<file path="src/rtl/pellet_tracker.sv">
// Per-frame pellet/bean collision stage feeding color_mapper: tracks alive mask, score, fright timer, level clear.
// Optional FRIGHT_WARN_EN adds the fright_warn output used to flash ghosts near the end of frightened mode.
`timescale 1ns/1ps
module pellet_tracker #(
  parameter int FIRST_POS      = 72,
  parameter int BEAN_DIST      = 96,
  parameter int MARGIN         = 2,
  parameter int SPECIAL_MARGIN = 6,
  parameter int BEAN_POINTS    = 1,
  parameter int SPECIAL_POINTS = 5,
  parameter int FRIGHT_FRAMES  = 300
) (
  input  logic        Clk,
  input  logic        Reset,
  input  logic        frame_clk,
  input  logic        new_game,
  input  logic [9:0]  BallX,
  input  logic [9:0]  BallY,
  output logic [23:0] bean_alive,
  output logic [3:0]  special_alive,
  output logic [6:0]  score,
  output logic        frightened,
  output logic [8:0]  fright_left,
  output logic        eat_pulse,
  output logic        level_clear
`ifdef FRIGHT_WARN_EN
  ,
  output logic        fright_warn
`endif
);

  typedef enum logic [1:0] {IDLE, SCAN, COMMIT} state_t;

  localparam logic [4:0]        LAST_IDX    = 5'd27;
  localparam logic [4:0]        FIRST_SPEC  = 5'd24;
  localparam logic signed [10:0] HIT_M      = 11'(MARGIN);
  localparam logic signed [10:0] SPEC_M     = 11'(SPECIAL_MARGIN);
  localparam logic [7:0]        BEAN_PTS    = 8'(BEAN_POINTS);
  localparam logic [7:0]        SPEC_PTS    = 8'(SPECIAL_POINTS);
  localparam logic [8:0]        FRIGHT_LOAD = 9'(FRIGHT_FRAMES);

  function automatic logic signed [10:0] grid(input int n);
    return 11'(FIRST_POS + BEAN_DIST * n);
  endfunction

  state_t state, next_state;

  logic sync_meta, sync_q, sync_prev, frame_tick;

  logic [4:0]         idx;
  logic signed [10:0] lat_x, lat_y;
  logic [23:0]        shadow_bean;
  logic [3:0]         shadow_special;
  logic [6:0]         shadow_score;
  logic               frame_ate, fright_load;

  logic               is_special, item_alive, bean_hit, spec_hit, hit;
  logic signed [10:0] cx, cy, dx, dy;
  logic [7:0]         pts, score_sum;
  logic [6:0]         score_inc;
  logic [8:0]         fright_next;

  // NOTE: sequential state uses <= so every flop samples pre-edge values regardless of statement order.
  always_ff @(posedge Clk or negedge Reset) begin
    if (!Reset) begin
      sync_meta <= 1'b0;
      sync_q    <= 1'b0;
      sync_prev <= 1'b0;
    end else begin
      sync_meta <= frame_clk;
      sync_q    <= sync_meta;
      sync_prev <= sync_q;
    end
  end

  assign frame_tick = sync_q & ~sync_prev;

  always_ff @(posedge Clk or negedge Reset) begin
    if (!Reset) state <= IDLE;
    else        state <= next_state;
  end

  // NOTE: every always_comb output gets a default first so no path infers a latch.
  always_comb begin
    next_state = state;
    case (state)
      IDLE:    if (frame_tick) next_state = SCAN;
      SCAN:    if (idx == LAST_IDX) next_state = COMMIT;
      COMMIT:  next_state = IDLE;
      default: next_state = IDLE;
    endcase
    if (new_game) next_state = IDLE;
  end

  // Item centre for the current scan index; specials sit on the bean grid too.
  always_comb begin
    is_special = (idx >= FIRST_SPEC);
    cx = grid(int'(idx[4:2]));
    cy = grid(int'(idx[1:0]));
    if (is_special) begin
      case (idx[1:0])
        2'd0:    begin cx = grid(0); cy = grid(1); end
        2'd1:    begin cx = grid(1); cy = grid(3); end
        2'd2:    begin cx = grid(4); cy = grid(3); end
        default: begin cx = grid(5); cy = grid(1); end
      endcase
    end
  end

  assign dx = lat_x - cx;
  assign dy = lat_y - cy;

  assign bean_hit = (dx > -HIT_M) && (dx <= HIT_M) && (dy > -HIT_M) && (dy <= HIT_M);
  assign spec_hit = (dx > -SPEC_M) && (dx < SPEC_M) && (dy > -SPEC_M) && (dy < SPEC_M);

  assign item_alive = is_special ? shadow_special[idx[1:0]] : shadow_bean[idx];
  assign hit        = (state == SCAN) && item_alive && (is_special ? spec_hit : bean_hit);

  assign pts       = is_special ? SPEC_PTS : BEAN_PTS;
  assign score_sum = {1'b0, shadow_score} + pts;
  assign score_inc = (score_sum > 8'd127) ? 7'd127 : score_sum[6:0];

  // A reload in the same frame beats the decrement.
  assign fright_next = fright_load        ? FRIGHT_LOAD :
                       (fright_left != '0) ? fright_left - 9'd1 : fright_left;

  always_ff @(posedge Clk or negedge Reset) begin
    if (!Reset) begin
      idx            <= '0;
      lat_x          <= '0;
      lat_y          <= '0;
      shadow_bean    <= '1;
      shadow_special <= '1;
      shadow_score   <= '0;
      frame_ate      <= 1'b0;
      fright_load    <= 1'b0;
      bean_alive     <= '1;
      special_alive  <= '1;
      score          <= '0;
      frightened     <= 1'b0;
      fright_left    <= '0;
      eat_pulse      <= 1'b0;
      level_clear    <= 1'b0;
    end else if (new_game) begin
      idx            <= '0;
      lat_x          <= '0;
      lat_y          <= '0;
      shadow_bean    <= '1;
      shadow_special <= '1;
      shadow_score   <= '0;
      frame_ate      <= 1'b0;
      fright_load    <= 1'b0;
      bean_alive     <= '1;
      special_alive  <= '1;
      score          <= '0;
      frightened     <= 1'b0;
      fright_left    <= '0;
      eat_pulse      <= 1'b0;
      level_clear    <= 1'b0;
    end else begin
      eat_pulse <= 1'b0;
      case (state)
        IDLE: begin
          if (frame_tick) begin
            lat_x <= signed'({1'b0, BallX});
            lat_y <= signed'({1'b0, BallY});
            idx   <= '0;
          end
        end
        SCAN: begin
          if (hit) begin
            if (is_special) begin
              shadow_special[idx[1:0]] <= 1'b0;
              fright_load              <= 1'b1;
            end else begin
              shadow_bean[idx] <= 1'b0;
            end
            shadow_score <= score_inc;
            frame_ate    <= 1'b1;
          end
          idx <= idx + 5'd1;
        end
        COMMIT: begin
          bean_alive    <= shadow_bean;
          special_alive <= shadow_special;
          score         <= shadow_score;
          eat_pulse     <= frame_ate;
          fright_left   <= fright_next;
          frightened    <= (fright_next != '0);
          if (~|{shadow_bean, shadow_special}) level_clear <= 1'b1;
          frame_ate     <= 1'b0;
          fright_load   <= 1'b0;
        end
        default: ;
      endcase
    end
  end

`ifdef FRIGHT_WARN_EN
  assign fright_warn = frightened && (fright_left < 9'd64) && fright_left[3];
`endif

endmodule
</file>
<file path="config.mk">
export PLATFORM = sky130hd
export DESIGN_NAME = pellet_tracker
export DESIGN_NICKNAME = d
export VERILOG_FILES = /design/src/rtl/pellet_tracker.sv
export SDC_FILE = /design/constraint.sdc
export NUM_CORES = 1
export LEC_CHECK = 0
export BUFFER_PORTS_ARGS = -buffer_cell sky130_fd_sc_hd__buf_2
export CORE_MARGIN = 5
export CORE_UTILIZATION = 59
export CTS_CLUSTER_DIAMETER = 50
export CTS_CLUSTER_SIZE = 24
export DETAILED_ROUTE_END_ITERATION = 10
export PLACE_DENSITY_LB_ADDON = 0.08
export SETUP_SLACK_MARGIN = 0.4
export SYNTH_ARGS = -nofsm -noshare
export SYNTH_HDL_FRONTEND = slang
export SYNTH_SLANG_ARGS = --single-unit
</file>
<file path="constraint.sdc">
create_clock -name Clk -period 6.3 [get_ports Clk]
set_clock_uncertainty 0.15 [all_clocks]
set_input_delay 1.26 -clock Clk [delete_from_list [all_inputs] [get_ports Clk]]
set_output_delay 1.26 -clock Clk [all_outputs]
set_load 0.005 [all_outputs]
</file>
==> results of run 1 <==
## power by group
part	switching (mW)	internal (mW)
registers	0.0118	0.743
clock network	0.338	0.802
logic	0.0801	0.0473
## flip-flops by register name (all words and copies together), names as in the netlist
| name | count |
|---|---|
| bean_alive | 24 |
| shadow_bean | 24 |
| lat_x | 10 |
| lat_y | 10 |
| fright_left | 9 |
| score | 7 |
| shadow_score | 7 |
| idx | 5 |
| shadow_special | 4 |
| special_alive | 4 |
| state | 2 |
| eat_pulse | 1 |
| frame_ate | 1 |
| fright_load | 1 |
| frightened | 1 |
| level_clear | 1 |
| sync_meta | 1 |
| sync_prev | 1 |
| sync_q | 1 |
## cell usage after synthesis (4+ instances only)
library cell	n
nand2_1	123
dfrtp_1	58
dfstp_2	56
nand3_1	52
a21oi_1	50
nor2_1	44
ha_1	34
clkbuf_1	32
a21o_1	25
inv_1	24
nor3_1	17
o21ai_0	17
nor4_1	13
a22o_1	12
nor2b_1	10
xnor2_1	10
mux4_2	7
nand2b_1	7
nand4_1	6
xor2_1	6
or2_2	5
or3_1	5
or4_1	5
nor4b_2	4
## stage by stage
stage	cells	setup slack [ns]	hold slack, ns	area [um^2]
after CTS	912	1.036	0.2118	7654
after detailed placement	880	1.069	0.1984	6952
final	912	0.9978	0.2113	7654
after global placement	880	1.158	0.1830	6952
after global routing	912	0.6813	0.2181	7654
after floorplan	701	1.739	0.1812	6525
## routing by layer
layer / share of wire / up-vias
met5: 0 / -
met2: 0.46 / 188
met3: 0.062 / 43
met1: 0.45 / 2714
met4: 0.025 / 0
li1: - / 2625
## how the worst min path moves through the flow
stage               startpoint  endpoint  cells after the start
finish               sync_meta    sync_q                      0
global route         sync_meta    sync_q                      0
CTS                  sync_meta    sync_q                      0
detailed placement   sync_meta    sync_q                      0
global placement     sync_meta    sync_q                      0
floorplan            sync_meta    sync_q                      0
## layout by cell type (no fill, tap or decap), types with 24 or more instances in the layout
| master | instances |
|---|---|
| a21o_1 | 25 |
| nand3_1 | 52 |
| buf_2 | 69 |
| a21oi_1 | 50 |
| inv_1 | 24 |
| dfstp_2 | 56 |
| dfrtp_1 | 58 |
| nand2_1 | 123 |
| nor2_1 | 44 |
| ha_1 | 34 |
## cells by family after synthesis
group / count (synthesis) / synth area share
AND/OR/NAND/NOR: 302 / 0.2207
AO/OA/AOI/OAI: 160 / 0.1722
flip-flops: 114 / 0.4479
buffers and inverters: 63 / 0.03835
adder cells (fa/ha/maj): 35 / 0.06827
XOR/XNOR: 16 / 0.02148
multiplexers: 11 / 0.03106
## critical path: stages, from the launching register on
cell and delay [ns]:
dfrtp_1 0.83, ha_1 0.36, inv_1 0.08, fa_1 0.38, xor2_1 0.34, nor3_1 0.10, xor2_1 0.15, nor2_1 0.09
a21oi_1 0.05, ha_1 0.38, inv_1 0.08, a311o_1 0.35, a311oi_1 0.36, o211a_1 0.25, a22oi_2 0.14, or3_1 0.55
and2_1 0.27, o221a_1 0.27
## layout make-up
cell class / instances / area share
Sequential cell: 114 / 0.3819
Tap cell: 140 / 0.02289
Timing Repair Buffer: 77 / 0.05297
Multi-Input combinational cell: 524 / 0.4383
Clock buffer: 18 / 0.05460
Clock inverter: 14 / 0.03711
Inverter: 25 / 0.01226
==> flow_metrics.py, run 1 <==
metrics = {
    "status": {
        "status": "complete, no violations",
    },
    "cts": {
        "cts.path.max_buffers": 2,
        "clkSlewWorstSetupHoldPaths_ns": 0.06,
        "htreeDepth": 4,
        "insertion_delay_ns": 0.52,
        "cts_sinks": 114,
        "cts.repair.resized": 0,
        "ctsHoldBuffers": 0,
        "root_buffer": "clkbuf_8",
        "cts_tree": "done",
        "postCtsSetupRepairBufs": 0,
        "numCtsBuffers": 17,
    },
    "detailed_routing": {
        "drt-wirelength-per-cell_um": 17.52,
        "viasPerCell": 6.107,
        "initialDrtViolationCount": 449,
        "wl_um": 15980,
        "vias": 5570,
        "drt_pass1_iterations": 5,
        "ant_nets": 0,
        "drcViolationCount": 0,
    },
    "critical_path": {
        "r2r_slack_ns": 1.0,
        "arrival_ns": 5.56,
        "r2r-end": "shadow_score[3]",
        "crit_path_start": "idx[2]",
        "start_kind": "flop",
        "crit_type": "flop to flop",
        "critPathRequiredTime_ns": 6.56,
        "crit_end": "shadow_score[3]",
        "critPathCaptureType": "flop",
        "r2r-start": "idx[2]",
        "reg2reg_depth": 17,
        "worstPathMaxFanout": 22,
    },
    "timing": {
        "period_share": 0.8416,
        "slew_headroom": 0.3730,
        "rsz0062_at_grt": "no",
        "setup_viol": 0,
        "hold_viol": 0,
        "fin_tns_setup_ns": 0,
        "worst_pin_slew_ns": 0.9406,
        "layout_min_cycle_time_ns": 5.302,
        "fmax_ghz": 0.1886,
        "slew_viol_final": 0,
    },
    "layout": {
        "area_delta_synth_final_pct": 17.30,
        "regArea_mm2": 0.002923,
        "finalNetCount": 818,
        "multi_input_area_mm2": 0.003354,
        "fillers": 828,
        "n_antenna_cell": 0,
        "drive_above_1_share": 0.2474,
        "final_util": 0.7060,
    },
    "global_route": {
        "grtUsageMet1": 0.3330,
        "gr-total-overflow": 0,
        "grtUsageTotal": 0.2546,
        "busiest_layer": "met2",
        "grt_pass1_vias": 5559,
        "use_met3": 0.06632,
        "use_met2": 0.4082,
        "grt_max_degree": 75,
        "antenna_found_initial": 0,
        "grt_pass1_wl_um": 26690,
    },
    "synth": {
        "ys_warn_count": 0,
        "syn-num-nets": 760,
        "syn_area_mm2": 0.006525,
        "yosys.area.top_type_share": 0.2255,
        "async_reset_ff_frac": 1.000,
        "ys_seq_elements": 114,
        "yosysTopAreaCell": "dfstp_2",
        "yosys-top-cells-area": "dfstp_2, dfrtp_1, nand2_1, ha_1, nand3_1",
        "synth_ff_type": "dfrtp_1",
        "yosysUniqueCellTypes": 74,
        "ys_seq_area_frac": 0.4479,
        "synth_edf_count": 0,
        "synth.avg_cell_area_um2": 9.308,
        "netlist_instances": 701,
    },
    "placed_design": {
        "portBuffers": 70,
        "gp_congestion": 0.8406,
        "post-dp-hpwl_um": 10730,
    },
    "die": {
        "initial_utilization": 0.6019,
        "die_h_um": 115.2,
        "ios": 71,
        "die_area_mm2": 0.01326,
        "core_area_mm2": 0.01084,
        "placementRows": 38,
        "die_x_um": 115.2,
    },
    "power_and_ir_drop": {
        "p_per_area_mw_per_mm2": 264.2,
        "p_leak_nw": 3.251,
        "power_mw": 2.022,
        "ir_drop_uv": 255.4,
    },
    "job": {
        "drv_cap": 0,
    },
    "hold_path": {
        "hp-class": "flop to flop",
    },
}
Power figures use the tool's default switching activity.
==> run 2: changes to the inputs <==
==> constraint.sdc (replaced) <==
create_clock -name Clk -period 5.1 [get_ports Clk]
set_clock_uncertainty 0.15 [all_clocks]
set_input_delay 1.02 -clock Clk [delete_from_list [all_inputs] [get_ports Clk]]
set_output_delay 1.02 -clock Clk [all_outputs]
set_load 0.005 [all_outputs]
==> run 2 against run 1 <==
Against the previous run:
- worst hold slack got worse by 0.012 ns
- final area rose by 0.43%
- non-clock buffer count rose by 13
- sequential share of layout area fell by 0.15 points
- sequential cell count did not move
- routed wire length rose by 0.24%
- via count fell by 1.4%
- critical path type unchanged
==> flow_metrics.py, run 2 (same netlist as run 1, synthesis figures left out) <==
metrics = {
    "detailed_routing": {
        "wl_um": 16020,
        "drt_pass1_iterations": 5,
        "vias": 5492,
        "viasPerCell": 5.937,
        "drcViolationCount": 0,
        "drt-wirelength-per-cell_um": 17.32,
        "initialDrtViolationCount": 446,
        "ant_nets": 0,
    },
    "die": {
        "core_area_mm2": 0.01084,
        "placementRows": 38,
        "initial_utilization": 0.6019,
        "die_area_mm2": 0.01326,
        "die_x_um": 115.2,
        "die_h_um": 115.2,
        "ios": 71,
    },
    "layout": {
        "area_delta_synth_final_pct": 17.79,
        "final_util": 0.7090,
        "top_regs": "bean_alive (24), shadow_bean (24)",
        "fin_area_mm2": 0.007686,
        "layout_commonest_cell": "nand2_1",
        "layout_common_cells": "nand2_1, buf_2, dfrtp_1, dfstp_2, nand3_1",
        "fin_cells": 925,
        "drive_above_1_share": 0.2739,
        "n_antenna_cell": 0,
        "finalNetCount": 831,
    },
    "cts": {
        "ctsHoldBuffers": 0,
        "cts_tree": "done",
        "clkSlewWorstSetupHoldPaths_ns": 0.06,
        "cts.path.max_buffers": 2,
        "cts_sinks": 114,
        "htreeDepth": 4,
        "numCtsBuffers": 17,
        "root_buffer": "clkbuf_8",
        "insertion_delay_ns": 0.53,
    },
    "critical_path": {
        "start_kind": "flop",
        "crit_path_top_delay_cell": "dfrtp_2",
        "arrival_ns": 4.70,
        "r2r_slack_ns": 0.66,
        "cp_num_buf_inv": 1,
        "crit_chain": "ha_2, inv_1, fa_1, xor2_2, nor3_2, xor2_1, nor2_1, a21oi_1, ha_2, nor3b_1, a311o_1, a311oi_2, o211a_1, a22oi_1, a211o_2, and2_2, o221a_1",
        "crit_top_cell": "ha_2",
        "worstPathMaxFanout": 8,
        "crit_path_max_incr_delay_ns": 0.43,
        "critPathRequiredTime_ns": 5.36,
        "critPathCaptureType": "flop",
        "crit_type": "flop to flop",
        "crit_family": "compound AO/OA/AOI/OAI gates",
    },
    "global_route": {
        "antenna_found_initial": 0,
        "gr-total-overflow": 0,
        "grt_pass1_wl_um": 26720,
        "grt_pass1_vias": 5461,
        "grt_max_degree": 84,
        "grtUsageTotal": 0.2549,
    },
    "timing": {
        "fin_tns_setup_ns": 0,
        "rsz0062_at_grt": "no",
        "fmax_ghz": 0.2252,
        "worst_pin_slew_ns": 1.020,
        "timing.final.ws_setup_ns": 0.6601,
        "layout_min_cycle_time_ns": 4.440,
        "slew_headroom": 0.3200,
        "holdWs_ns": 0.1989,
        "period_share": 0.8706,
        "setup_viol": 0,
        "hold_viol": 0,
        "slew_viol_final": 0,
    },
    "power_and_ir_drop": {
        "power_mw": 2.258,
        "p_per_area_mw_per_mm2": 293.8,
        "ir_drop_uv": 327.9,
        "p_leak_nw": 3.260,
    },
    "placed_design": {
        "postPlaceCellArea_mm2": 0.007012,
        "post-dp-hpwl_um": 10860,
        "gp_congestion": 0.8859,
        "post-place-ws_ns": 0.2731,
        "portBuffers": 70,
        "placed_cells": 888,
    },
    "job": {
        "drv_cap": 0,
    },
    "status": {
        "status": "complete, no violations",
    },
    "hold_path": {
        "hp-class": "flop to flop",
    },
}
run 2: changes by cell type in the layout (fill, tap and decap cells not counted), moves of 2 or more:
cell / previous run / this run
inv_6: 0 / 4
ha_2: 0 / 2
ha_1: 34 / 32
clkbuf_16: 16 / 18
buf_4: 8 / 21
clkinv_4: 3 / 1
bufinv_16: 8 / 1
clkinvlp_4: 1 / 4
run 2: metal layers:
layer | track usage | share of wire
met1 | 0.3492 | 0.45
met2 | 0.4012 | 0.48
met3 | 0.05000 | 0.058
met4 | 0.1002 | 0.016
met5 | 0 | 0
run 2: power breakdown:
group	leakage, nW	switching (mW)	internal, mW	total, mW
sequential	1.38	0.0110	0.917	0.928
clock	0.282	0.441	0.722	1.16
combinational	1.60	0.105	0.0619	0.166
total	3.26	0.557	1.70	2.26
run 2: final cells by class:
cell class	instances	area (um^2)
tap	140	175.2
timing repair buffer	90	503.0
multi-input combinational	524	3397
sequential	114	2924
fill	858	3154
clock inverter	12	115.1
inverter	25	93.84
clock buffer	20	478.0
run 2: final timing paths:
kind | start | endpoint | depth (start not counted)
setup / recovery | idx[3] | shadow_score[3] | 17
hold / removal | sync_meta | sync_q | 0
setup reg to reg | idx[3] | shadow_score[3] | 17
hold reg to reg | sync_meta | sync_q | 0
max in group asynchronous | Reset | shadow_bean[12] | 2
min in group asynchronous | Reset | lat_x[2] | 1
run 2: timing repair:
action / 4_1_cts / 5_1_grt
endpoints found under the setup margin: 8 / 37
gates resized for setup: 3 / 8
setup buffers: 0 / 5
pin swaps: 0 / 6
==> run 3: changes to the inputs <==
==> constraint.sdc (replaced) <==
create_clock -name Clk -period 4.3 [get_ports Clk]
set_clock_uncertainty 0.15 [all_clocks]
set_input_delay 0.86 -clock Clk [delete_from_list [all_inputs] [get_ports Clk]]
set_output_delay 0.86 -clock Clk [all_outputs]
set_load 0.005 [all_outputs]
==> run 3 against run 2 <==
Against the previous run:
- critical path depth stayed put
- power is 18% higher
- worst hold slack worse by 0.0011 ns
- non-clock buffer count is 23 higher
- global-route usage is 1.2 points higher
- sequential cell count stayed put
- critical endpoint is now shadow_score[1]
- largest cell class unchanged
- largest power group unchanged
==> flow_metrics.py, run 3 (same netlist as run 1, synthesis figures left out) <==
metrics = {
    "timing": {
        "period_share": 0.9881,
        "setup_viol": 0,
        "slew_headroom": 0.2429,
        "rsz0062_at_grt": "yes",
        "fmax_ghz": 0.2354,
        "layout_min_cycle_time_ns": 4.249,
        "slew_viol_final": 0,
        "holdWs_ns": 0.1978,
        "worst_pin_slew_ns": 1.136,
        "hold_viol": 0,
        "fin_tns_setup_ns": 0,
    },
    "critical_path": {
        "start_kind": "flop",
        "cp_num_buf_inv": 2,
        "critPathCaptureType": "flop",
        "crit_path_top_delay_cell": "fa_2",
        "crit_chain": "ha_2, inv_2, fa_2, nor3_2, xor2_1, nor2_1, a21oi_2, ha_4, a21oi_4, o31a_1, o2111ai_2, nor4_4, a22oi_2, or3_4, buf_8, a221oi_2, a31o_1",
        "reg2reg_depth": 17,
        "crit_path_max_incr_delay_ns": 0.45,
        "critPathRequiredTime_ns": 4.62,
        "critical_path_cell_count": 17,
        "crit_family": "compound AO/OA/AOI/OAI gates",
        "arrival_ns": 4.57,
        "crit_type": "flop to flop",
        "worstPathMaxFanout": 7,
    },
    "cts": {
        "root_buffer": "clkbuf_8",
        "insertion_delay_ns": 0.54,
        "numCtsBuffers": 17,
        "cts.path.max_buffers": 2,
        "cts_sinks": 114,
        "htreeDepth": 4,
        "clkSlewWorstSetupHoldPaths_ns": 0.06,
        "ctsHoldBuffers": 0,
        "cts_tree": "done",
    },
    "detailed_routing": {
        "ant_nets": 0,
        "drt-wirelength-per-cell_um": 18.66,
        "initialDrtViolationCount": 572,
        "drt_pass1_iterations": 5,
        "wl_um": 17650,
        "viasPerCell": 6.179,
        "drcViolationCount": 0,
        "vias": 5845,
    },
    "hold_path": {
        "hold_depth": 0,
        "hp-class": "flop to flop",
    },
    "layout": {
        "drive_above_1_share": 0.3524,
        "layout_commonest_cell": "nand2_1",
        "n_antenna_cell": 0,
        "top_regs": "bean_alive (24), shadow_bean (24)",
        "fillers": 783,
        "area_delta_synth_final_pct": 25.43,
        "finalNetCount": 854,
        "layout_common_cells": "nand2_1, buf_2, dfrtp_1, dfstp_2, a21oi_1",
    },
    "global_route": {
        "grt_pass1_vias": 5663,
        "antenna_found_initial": 0,
        "gr-total-overflow": 0,
        "grt_pass1_wl_um": 28000,
        "grt_max_degree": 71,
        "grtUsageTotal": 0.2670,
    },
    "power_and_ir_drop": {
        "p_leak_nw": 3.486,
        "p_per_area_mw_per_mm2": 326.9,
        "ir_drop_uv": 331.7,
    },
    "die": {
        "ios": 71,
        "die_x_um": 115.2,
        "placementRows": 38,
        "core_area_mm2": 0.01084,
        "die_h_um": 115.2,
        "initial_utilization": 0.6019,
        "die_area_mm2": 0.01326,
    },
    "placed_design": {
        "gp_congestion": 0.9663,
        "post-dp-hpwl_um": 11120,
        "portBuffers": 70,
    },
    "job": {
        "drv_cap": 0,
    },
    "status": {
        "status": "complete, no violations",
    },
}
## run 3: power by group
| part | leakage [nW] | switching (mW) | total, mW | internal (mW) |
|---|---|---|---|---|
| sequential | 1.38 | 0.0139 | 1.10 | 1.09 |
| clock | 0.285 | 0.476 | 1.34 | 0.864 |
| combinational | 1.82 | 0.141 | 0.233 | 0.0924 |
## run 3: repair_timing
action                                  4_1_cts  5_1_grt
pin swaps                                    41       17
resized for setup                            40       36
endpoints found under the setup margin       37       37
buffers inserted                              7        7
## run 3: cell type report
| class | instances | area (um^2) | area share |
|---|---|---|---|
| multi-input combinational | 524 | 3704 | 0.4525 |
| sequential | 114 | 2924 | 0.3573 |
| timing repair buffer | 113 | 716.9 | 0.08760 |
| clock buffer | 27 | 555.5 | 0.06788 |
| tap | 140 | 175.2 | 0.02140 |
| inverter | 25 | 93.84 | 0.01147 |
| clock inverter | 3 | 15.01 | 0.001835 |
## run 3: final timing paths
path,start,end,slack (ns)
worst max-delay path,idx[3],shadow_score[1],0.05
worst min-delay path,sync_meta,sync_q,0.20
worst max register to register,idx[3],shadow_score[1],0.05
worst min register to register,sync_meta,sync_q,0.20
max in group asynchronous,Reset,shadow_bean[0],2.78
min in group asynchronous,Reset,lat_x[3],0.31
## run 3: through the flow
step           total power [mW]  std cells  utilization  worst slack [ns]  instance area, um^2
6_report                  2.675        946       0.7550           0.05103                 8184
5_1_grt                   2.758        946       0.7550           -0.1377                 8184
4_1_cts                   2.664        939       0.7350            0.1441                 7968
3_5_place_dp              1.317        902       0.6609           0.09621                 7164
3_3_place_gp              1.309        902       0.6609            0.1718                 7164
2_1_floorplan             1.245        701            -           0.04124                 6606
## run 3: layer usage
layer	vias to the layer above	GRT usage	wire, um
met5	-	0	0
met4	0	0.09390	363
met3	35	0.04737	936
met2	211	0.4387	8661
met1	2900	0.3576	7688
li1	2699	-	-
